==> src/rtl/adrv9001_enable_sequencer.sv <==
// TDD enable scheduler for the four ADRV9001 channel-enable pins: a frame counter
// drives per-channel on/off windows with RX/TX pair exclusivity and frame-aligned start/stop.

module adrv9001_window #(
  parameter int CNT_W = 24
) (
  input  logic [CNT_W-1:0] count,
  input  logic [CNT_W-1:0] on,
  input  logic [CNT_W-1:0] off,
  output logic             active
);
  // on > off is a window that wraps through the frame boundary
  always_comb begin
    if (on < off)      active = (count >= on) && (count < off);
    else if (on > off) active = (count >= on) || (count < off);
    else               active = 1'b0;
  end
endmodule

module adrv9001_enable_sequencer #(
  parameter int CNT_W = 24,
  parameter int FRM_W = 16
) (
  input  logic             clk,
  input  logic             rstn,
  input  logic             enable,
  input  logic [CNT_W-1:0] frame_len,
  input  logic [FRM_W-1:0] frame_limit,
  input  logic [CNT_W-1:0] rx1_on,
  input  logic [CNT_W-1:0] rx1_off,
  input  logic [CNT_W-1:0] rx2_on,
  input  logic [CNT_W-1:0] rx2_off,
  input  logic [CNT_W-1:0] tx1_on,
  input  logic [CNT_W-1:0] tx1_off,
  input  logic [CNT_W-1:0] tx2_on,
  input  logic [CNT_W-1:0] tx2_off,
  input  logic             conflict_clr,
  output logic             rx1_en,
  output logic             rx2_en,
  output logic             tx1_en,
  output logic             tx2_en,
  output logic             busy,
  output logic             frame_done,
  output logic [FRM_W-1:0] frame_num,
  output logic             conflict
);
  localparam int NUM_CH = 4;  // lane order: rx1, rx2, tx1, tx2

  localparam logic [1:0] S_IDLE = 2'd0;
  localparam logic [1:0] S_RUN  = 2'd1;
  localparam logic [1:0] S_STOP = 2'd2;

  logic [1:0]                    state;
  logic                          last;
  logic [CNT_W-1:0]              count, len_q;
  logic [FRM_W-1:0]              limit_q, num_inc;
  logic [NUM_CH-1:0][CNT_W-1:0]  on_in, off_in, on_q, off_q;
  logic [NUM_CH-1:0]             act, en_d, en_q;
  logic                          running, frm_end, ovl1, ovl2, limit_hit, exit_now;

  assign on_in  = {tx2_on,  tx1_on,  rx2_on,  rx1_on};
  assign off_in = {tx2_off, tx1_off, rx2_off, rx1_off};

  genvar ch;
  generate
    for (ch = 0; ch < NUM_CH; ch++) begin : g_ch
      adrv9001_window #(.CNT_W(CNT_W)) u_win (
        .count  (count),
        .on     (on_q[ch]),
        .off    (off_q[ch]),
        .active (act[ch])
      );
    end
  endgenerate

  // last marks the frame_done cycle after the final frame; outputs hold there, then drop
  assign running   = (state != S_IDLE) && !last;
  assign frm_end   = running && (count == len_q);
  assign ovl1      = act[0] & act[2];
  assign ovl2      = act[1] & act[3];
  assign en_d      = {act[3] & ~ovl2, act[2] & ~ovl1, act[1] & ~ovl2, act[0] & ~ovl1};
  assign num_inc   = (&frame_num) ? frame_num : frame_num + FRM_W'(1);
  assign limit_hit = (limit_q != '0) && (num_inc == limit_q);
  assign exit_now  = limit_hit || !enable || (state == S_STOP);

  assign busy = (state != S_IDLE);
  assign {tx2_en, tx1_en, rx2_en, rx1_en} = en_q;

  always_ff @(posedge clk or negedge rstn) begin
    if (!rstn) begin
      state      <= S_IDLE;
      last       <= 1'b0;
      count      <= '0;
      len_q      <= '0;
      limit_q    <= '0;
      on_q       <= '0;
      off_q      <= '0;
      en_q       <= '0;
      frame_done <= 1'b0;
      frame_num  <= '0;
      conflict   <= 1'b0;
    end else begin
      frame_done <= frm_end;
      conflict   <= (conflict & ~conflict_clr) | (running & (ovl1 | ovl2));
      if (state == S_IDLE) begin
        en_q  <= '0;
        count <= '0;
        last  <= 1'b0;
        if (enable) begin
          state     <= S_RUN;
          frame_num <= '0;
          len_q     <= frame_len;
          limit_q   <= frame_limit;
          on_q      <= on_in;
          off_q     <= off_in;
        end
      end else if (last) begin
        state <= S_IDLE;
        last  <= 1'b0;
        en_q  <= '0;
        count <= '0;
      end else begin
        en_q <= en_d;
        if (frm_end) begin
          // shadows reload only here so config edits land on frame boundaries
          count     <= '0;
          frame_num <= num_inc;
          len_q     <= frame_len;
          limit_q   <= frame_limit;
          on_q      <= on_in;
          off_q     <= off_in;
          last      <= exit_now;
        end else begin
          count <= count + CNT_W'(1);
          state <= enable ? S_RUN : S_STOP;
        end
      end
    end
  end
endmodule

==> config.mk <==
export PLATFORM = sky130hd
export DESIGN_NAME = adrv9001_enable_sequencer
export DESIGN_NICKNAME = d
export VERILOG_FILES = /design/src/rtl/adrv9001_enable_sequencer.sv
export SDC_FILE = /design/constraint.sdc
export NUM_CORES = 1
export LEC_CHECK = 0
export BUFFER_PORTS_ARGS = -buffer_cell sky130_fd_sc_hd__buf_4
export CAP_MARGIN = 20
export CORE_AREA = 5 5 185 187
export DETAILED_ROUTE_END_ITERATION = 8
export DIE_AREA = 0 0 190 192
export GPL_TIMING_DRIVEN = 0
export PLACE_DENSITY = 0.78
export SLEW_MARGIN = 10
export SYNTH_ARGS = -nofsm -noshare
export SYNTH_HDL_FRONTEND = slang
export SYNTH_HIERARCHICAL = 1
export SYNTH_SLANG_ARGS = --single-unit
==> constraint.sdc <==
create_clock -name clk -period 3.4 [get_ports clk]
set_input_delay 1.02 -clock clk [delete_from_list [all_inputs] [get_ports clk]]
set_output_delay 1.02 -clock clk [all_outputs]
set_load 0.005 [all_outputs]
* After elaboration in Yosys (flattened, before gate mapping)
Index checks and enable logic that the tools add are counted.
Storage, ports and cells: register bits after elaboration 281, bits in latches 0, RAM bits 0, memory bits (read-only) 0, input bits 236, word-level logic and storage cells 118, memories kept 0
Operators by class: add/sub/neg operators 2, multipliers 0, divide/modulo/power cells 0, order comparisons 16, eq/ne operators 6, shift operators 0, muxes and demuxes 42, bitwise gates (word level) 13, reduce and logical (&&, ||, !) cells 22
Operators with widths (count):
- two-way mux 96 bit | 8
- less-than comparator 24 bit | 8
- two-way mux 24 bit | 7
- two-way mux 16 bit | 9
- >= comparator 24 bit | 4
- greater-than comparator 24 bit | 4
- adder 24 x 1 -> 24 bit (second input constant) | 1
- equality test 24 bit | 1
- adder 16 x 1 -> 16 bit (second input constant) | 1
- equality test 16 bit | 1
- AND reduction 16 bit | 1
- nonzero test 16 bit | 1
- two-way mux 1 bit | 11
- two-way mux 2 bit | 5
- bitwise AND 1 bit | 8
- two-way mux 4 bit | 2
- logical AND 1 bit | 7
- logical OR 1 bit | 6
- nonzero test 2 bit | 2
- != test 3 x 2 -> 1 bit (second input constant) | 1
- inverter 1 bit | 3
- AND reduction 3 bit | 1
- equality test 2 bit (second input constant) | 1
- zero test 1 bit | 2
- other kinds (5) | 6

* Depth between registers and ports, before layout
Gate-level depths: netlist of the first run.
depth after elaboration 9, depth in mapped cells 11

* Hierarchy
Netlist of the first run, hierarchy kept.
Modules (own cells, without submodules):
- adrv9001_enable_sequencer | times used 1, cells each 1347, area each 12021.5 um^2, sequential area each 7031.7 um^2
- adrv9001_window (g_ch[0].u_win ...) | times used 3, cells each 229, area each 1680.4 um^2, sequential area each 0.0 um^2
- adrv9001_window (g_ch[1].u_win) | times used 1, cells each 229, area each 1676.6 um^2, sequential area each 0.0 um^2

* Worst setup path before layout of the first run
OpenSTA, ideal clock, no wires.
path kind reg-to-reg, start register on_q[62] (netlist name), end register conflict, data arrival time 2.352 ns, data required time 3.318 ns, slack 0.965 ns, cell stages (with the launch flop) 11, buffers on the path 0, period minus slack after synthesis 2.435 ns, cells stage by stage dfrtp_1 > ha_1 > a21oi_1 > nand2_1 > a221o_1 > a211o_1 > a211oi_2 > mux2_1 > o21bai_1 > a22oi_1 > o22ai_1
Between the ends: word-level cells in the longest chain between the ends 8, elaborated cells between the ends (all ways) 11, classes of those cells order compare (3); mux (2); bitwise (4); reduce/logical (2)
RTL lines:
- start, declared | line 57 | logic [NUM_CH-1:0][CNT_W-1:0] on_in, off_in, on_q, off_q;
- start signal, assigned | line 114 | on_q <= on_in;
- start signal, assigned | line 130 | on_q <= on_in;
- >= comparator 24 bit | line 14, 15
- logical OR 1 bit | line 15 | else if (on > off) active = (count >= on) || (count < off);
- two-way mux 1 bit | line 15
- two-way mux 1 bit * | line 14 | if (on < off) active = (count >= on) && (count < off);
- via act[2] | line 58 | logic [NUM_CH-1:0] act, en_d, en_q;
- bitwise AND 1 bit * | line 79 | assign ovl1 = act[0] & act[2];
- bitwise OR 1 bit * | line 104 | conflict <= (conflict & ~conflict_clr) | (running & (ovl1 | ovl2));
- bitwise AND 1 bit * | line 104
- bitwise OR 1 bit * | line 104
- end signal, assigned | line 104
- end, declared | line 45 | output logic conflict
The timed path passes the listed nets; every way through them passes the cells marked *. A chain may end at the register's enable or synchronous reset.

* Worst setup path in the final report of the first run
start register count[15], end register off_q[51] (netlist name)
Between the ends: word-level cells in the longest chain between the ends 4
RTL lines:
- start, declared | line 55 | logic [CNT_W-1:0] count, len_q;
- start signal, assigned | line 134 | count <= count + CNT_W'(1);
- equality test 24 bit | line 78 | assign frm_end = running && (count == len_q);
- logical AND 1 bit | line 78
- nonzero test 2 bit (no source line)
- AND reduction 3 bit (no source line)
- end signal, assigned | line 115 | off_q <= off_in;
- end signal, assigned | line 131 | off_q <= off_in;
- end, declared | line 57
Every way passes these cells.

==> results.cfg, run 1 <==
[run_status]
run_status = complete, no violations

[clock_tree]
cts.clk_slew.worst_paths_ns = 0.06
clock_tree.buffer_depth = 3
clk_latency_ns = 0.57
post_cts_hold_buffer_count = 0
numCtsBuffers = 31
cts_tree = built
clock-root-buffer = clkbuf_16
cts_num_sinks = 281
max_h_tree_level = 1

[synthesis]
synth.distinct_cells = 58
largest_family_of_logic_cells_by_synthesized_area = simple AND/OR/NAND/NOR gates
main_flop_type_after_synthesis = dfrtp_1
syn-instance-count = 2263
compound_gate_portion_of_the_synthesized_area = 0.0956
synth-edff-count = 0
async_flop_share = 1.00
post_synth_xor_area_fraction = 0.0308
ys_ff_latch = 281
ys.warnings.count = 6
syn-mean-instance-area_um2 = 8.28
synth.yosys.seq_area_share = 0.375
yosys-mux-area-fraction = 0.00240
post_synth_fa_ha_maj_area_fraction = 0.191
synth.cell_area_um2 = 18700
yosys.area_share.simple = 0.238
synth_fp_nets = 2785

[power_and_ir_drop]
power.share.clock = 0.329
share_seq_of_total_power = 0.400
switching_power_uw = 3600
power_switching_share = 0.332
p_per_area_nw_per_um2 = 484
leakagePower_uw = 0.0123
irDropWorstVdd_uv = 440
p_comb_frac = 0.271
intPower_uw = 7230

[setup_path]
path_class = register to register
setup.reg_to_reg.worst_slack_ns = 0.13
startpoint_type = register
timing.critical_path.arrival_ns = 3.73
critical_path.cell_chain = xor2_1, nor4_1, nand4_1, nor3_4, a21oi_2, buf_2, buf_2, nand2_1, nand2_1
number_of_cells_traversed_by_the_worst_register_to_register_path = 9
cp_slowest_stage_delay_ns = 0.92
critical_path.startpoint = count[15]
number_of_buffer_and_inverter_instances_along_the_worst_setup_path = 2
critPathSlowestCell = dfrtp_1
timing.rr.start = count[15]
cp_data_required_time_ns = 3.86
timing.rr.end = off_q[51]
worst_path_dominant_cell_family = simple AND/OR/NAND/NOR gates
worstPathMaxFanout = 11
worstSetupEndpointType = register

[floorplanning]
initial_utilization = 0.580
dieArea_um2 = 36500
die-width_um = 190
core_um2 = 32300
die-height_um = 192
row_count = 66
top_level_pins = 259

[final_layout]
areaGrowthSynthToFinish_pct = 19.4
finalInstanceArea_um2 = 22400
post_layout_nonfiller_instances = 3022
mostFrequentLayoutCells = nand2_1 (790), ha_1 (286), dfrtp_1 (270)
finish.net_count = 3078
layout.cells.most_common = nand2_1
proportion_of_layout_cells_with_a_drive_suffix_above_1 = 0.152
antenna_cells_inserted = 0

[place]
buffers_on_ports = 258
placed_cells_incl_taps = 2965
gpl.final_weighted_congestion = 0.949
dpl-instance-area_um2 = 21300
dp_hpwl_um = 43500

[timing]
fin_crit_ns = 3.27
max_freq_ghz = 0.305
clock_skew_ns = 0.0117
relSlewSlack = 0.393
finalHoldViolations = 0
max_slew.worst_pin.slew_ns = 0.911
grt_setup_unrepaired = false
fin_crit_sh = 0.963
finalMaxSlewViolations = 0
setup_violations = 0

[min_path]
worstHoldPathType = input pin to asynchronous set/reset pin

[grt]
grt_start_max_net_pins = 101
groute.usage.overall = 0.306
antenna_found_initial = 0
grt_first_pass_wirelength_um = 88700
via_count_of_the_first_global_routing_pass = 17200
grt-ovfl-total = 0

[detailed_routing]
drc = 0
route.detailed.wl_per_inst_um = 18.8
post_detailed_routing_wire_length_um = 57000
routed-via-count = 17000
post_drt_via_cell_ratio = 5.64
drt_first_iter_violations = 1033
antenna_left = 0
first_pass_iters = 6

[run]
maxCapViolations = 0
==> metal layers <==
layer	vias to the layer above	global-route usage	part of all wire
li1	8150	-	-
met1	8147	0.393	0.41
met2	598	0.518	0.47
met3	143	0.0483	0.069
met4	0	0.127	0.048
met5	-	0	0
==> power groups by stage <==
stage	clock (uW)	sequential, uW	combinational, uW
floorplan	0	4210	1950
global placement	0	4360	2710
detailed placement	0	4380	2890
CTS	3610	4320	2920
global route	3720	4390	3360
finish	3560	4340	2940
==> cell type report <==
class / count / area, um2
multi-input cells: 1710 / 10500
fillers: 2682 / 9910
flip-flops and latches: 281 / 7050
repair buffers: 260 / 2000
clock buffers: 41 / 843
inverters: 206 / 773
well taps: 442 / 553
plain buffers: 66 / 482
clock inverters: 16 / 223
==> cells by family after synthesis <==
family          after synthesis
buf+inv                     272
compound gates              291
xor+xnor                     66
flops                       281
fa+ha+maj                   286
simple gates               1063
mux                           4
==> synth_stat cells, types with 14 or more instances <==
library cell  number  area [um2]
nor4_1            30         188
buf_2             31         155
o21ai_0           61         305
a21o_1            17         128
nor2_1            75         282
nand3_1           49         245
buf_6             26         293
a211oi_1          14         105
nand2_1          790        2970
nand4_1           48         300
and3_1            17         106
xnor2_1           18         158
a21oi_1          124         621
xor2_1            48         420
nor3_1            15        75.1
inv_1            206         773
dfrtp_1          281        7030
ha_1             286        3580
==> registers in the layout (all words and copies together) (netlist names), 2 cells and up <==
register	cells
len_q	24
en_q	4
frame_num	16
state	2
off_q	96
count	24
limit_q	16
on_q	96
==> worst register-to-register path: cells and delay by family (launching register included) <==
kind,cells,cell delay (ns)
simple gates,5,1.25
flops,1,0.92
buf+inv,2,0.63
xor+xnor,1,0.23
compound gates,1,0.14
==> stage by stage <==
stage	hold slack (ns)	power, uW	util	TNS [ns]	setup WS, ns
3_5_place_dp	0.456	7260	0.659	-9.13	-0.106
6_report	0.444	10800	0.693	0	0.126
3_3_place_gp	0.452	7070	0.657	-295.42	-1.06
5_1_grt	0.486	11500	0.693	0	0.0367
2_1_floorplan	0.439	6150	-	0	0.965
4_1_cts	0.470	10900	0.693	0	0.0518
==> worst max-delay path by stage <==
stage	endpoint	slack [ns]	depth (start not counted)
after floorplan	conflict	0.97	10
after global placement	off_q[35]	-1.06	1
after detailed placement	on_q[5]	-0.11	9
after CTS	off_q[51]	0.05	9
after global routing	off_q[51]	0.04	9
final	off_q[51]	0.13	9
==> timing repair <==
action | 4_1_cts | 5_1_grt
pin swaps | 0 | 0
gates resized for setup | 1 | 11
buffers inserted | 0 | 0
gates cloned | 0 | 0
endpoints found under the setup margin | 200 | 204
(Power assumes the default switching activity.)
==> run 2: changes to the inputs <==
RECOVER_POWER = 50   (was unset)
SLEW_MARGIN = unset   (was 10)
==> run 2 against run 1 <==
The run now ends with capacitance limit, slew limit left. Clock skew barely moved. Worst hold slack improved by 0.021 ns. Clock power is 5% higher. Global-route usage increased by 0.069 points. Critical path type unchanged. Largest cell class unchanged.
==> results.cfg, run 2 (synthesis results as in run 1) <==
[run_status]
run_status = finished, violations left
failed_checks = capacitance limit, slew limit

[clock_tree]
numCtsBuffers = 31
clock-root-buffer = clkbuf_16
clk_latency_ns = 0.58
cts_tree = built
post_cts_hold_buffer_count = 0
cts.clk_slew.worst_paths_ns = 0.06
clock_tree.buffer_depth = 3
cts_num_sinks = 281
max_h_tree_level = 1

[min_path]
hold-path-cell-count = 2
holdPathEnd = off_q[23]
worst_hold_startpoint = off_q[23]
worstHoldPathType = register to register

[final_layout]
proportion_of_layout_cells_with_a_drive_suffix_above_1 = 0.150
areaGrowthSynthToFinish_pct = 19.6
num-fill-cells = 2668
layout_top_registers = off_q: 96 flops, on_q: 96 flops
finalInstanceArea_um2 = 22400
antenna_cells_inserted = 0
mostFrequentLayoutCells = nand2_1 (790), ha_1 (286), dfrtp_1 (275)
post_layout_nonfiller_instances = 3022
layout.cells.most_common = nand2_1
finish.net_count = 3078

[timing]
fin_crit_sh = 0.966
finalMaxSlewViolations = 64
grt_setup_unrepaired = false
max_slew.worst_pin.slew_ns = 1.80
finalHoldViolations = 0
setup_violations = 0
max_freq_ghz = 0.304
clock_skew_ns = 0.0113
fin_crit_ns = 3.29
relSlewSlack = -0.199

[setup_path]
cp_data_required_time_ns = 3.87
critPathSlowestCell = dfrtp_1
worst_path_most_repeated_cell = buf_2
worst_path_dominant_cell_family = simple AND/OR/NAND/NOR gates
worstPathMaxFanout = 10
critical_path.cell_chain = buf_2, xor2_1, nor4_1, nand4_1, nor3_4, a21oi_2, buf_2, buf_2, nand2_1, nand2_1
timing.critical_path.arrival_ns = 3.75
timing.rr.end = on_q[5]
number_of_cells_traversed_by_the_worst_register_to_register_path = 10
worstSetupEndpointType = register
path_class = register to register
cp_slowest_stage_delay_ns = 0.76
setup.reg_to_reg.worst_slack_ns = 0.11
startpoint_type = register
timing.rr.start = count[7]
number_of_buffer_and_inverter_instances_along_the_worst_setup_path = 3

[grt]
grt_start_max_net_pins = 127
antenna_found_initial = 0
groute.usage.overall = 0.307
via_count_of_the_first_global_routing_pass = 17300
grt-ovfl-total = 0
grt_first_pass_wirelength_um = 88800

[power_and_ir_drop]
intPower_uw = 7390
p_comb_frac = 0.266
power_switching_share = 0.328
share_seq_of_total_power = 0.394
switching_power_uw = 3610
p_per_area_nw_per_um2 = 491
power.share.clock = 0.340
leakagePower_uw = 0.0124
irDropWorstVdd_uv = 437

[place]
dp_hpwl_um = 43500
buffers_on_ports = 258
dpl-instance-area_um2 = 21300
gpl.final_weighted_congestion = 0.949
placed_cells_incl_taps = 2965

[detailed_routing]
drt_first_iter_violations = 1073
post_drt_via_cell_ratio = 5.63
antenna_left = 0
route.detailed.wl_per_inst_um = 18.8
routed-via-count = 17000
drc = 0
first_pass_iters = 7
post_detailed_routing_wire_length_um = 56800

[floorplanning]
row_count = 66
initial_utilization = 0.580
top_level_pins = 259
die-height_um = 192
dieArea_um2 = 36500
core_um2 = 32300
die-width_um = 190

[run]
maxCapViolations = 1
-- run 2: worst max path at each step --
stage	start	end	slack (ns)	cells past startpoint
after detailed placement	count[8]	on_q[5]	-0.14	9
after global placement	rstn	off_q[35]	-1.06	1
final	count[7]	on_q[5]	0.11	10
after floorplan	on_q[62]	conflict	0.97	10
after CTS	count[9]	off_q[90]	0.06	9
after global routing	count[5]	conflict	0.001	9
-- run 2: stage by stage --
stage | power, uW | TNS [ns] | hold WS, ns | worst slack (ns) | util
5_1_grt | 11600 | 0 | 0.487 | 0.00108 | 0.694
4_1_cts | 11000 | 0 | 0.385 | 0.0622 | 0.694
2_1_floorplan | 6150 | 0 | 0.439 | 0.965 | -
3_3_place_gp | 7070 | -295.42 | 0.452 | -1.06 | 0.657
3_5_place_dp | 7270 | -16.65 | 0.455 | -0.143 | 0.659
6_report | 11000 | 0 | 0.465 | 0.114 | 0.694
-- run 2: layout make-up --
type                    instances  area (um2)  share of cell area
clock inverters                17         273              0.0122
inverters                     206         773              0.0345
well taps                     442         553              0.0247
flip-flops and latches        281        7040               0.314
repair buffers                260        1980              0.0884
clock buffers                  40         850              0.0379
plain buffers                  66         482              0.0215
multi-input cells            1710       10500               0.467
-- run 2: what timing repair did --
action / 4_1_cts / 5_1_grt
endpoints found under the setup margin: 204 / 208
pin swaps: 0 / 1
resized for setup: 1 / 6
setup buffers: 0 / 0
-- run 2: per-layer routing --
metal | vias to the layer above | part of all wire | global-route usage
met1 | 8104 | 0.41 | 0.395
met5 | - | 0 | 0
met4 | 0 | 0.049 | 0.131
li1 | 8146 | - | -
met2 | 618 | 0.47 | 0.510
met3 | 158 | 0.072 | 0.0574
-- run 2: power groups by stage --
stage	logic (uW)	clock network [uW]	registers (uW)
2_1_floorplan	1950	0	4210
3_3_place_gp	2710	0	4360
3_5_place_dp	2890	0	4380
4_1_cts	2920	3770	4320
5_1_grt	3350	3890	4390
6_report	2930	3740	4330
-- run 2: worst reg2reg max path, cell delays in order, from the launching register on --
cell and delay, ns:
dfrtp_1 0.76, buf_2 0.32, xor2_1 0.11, nor4_1 0.28
nand4_1 0.19, nor3_4 0.55, a21oi_2 0.15, buf_2 0.35
buf_2 0.30, nand2_1 0.12, nand2_1 0.05
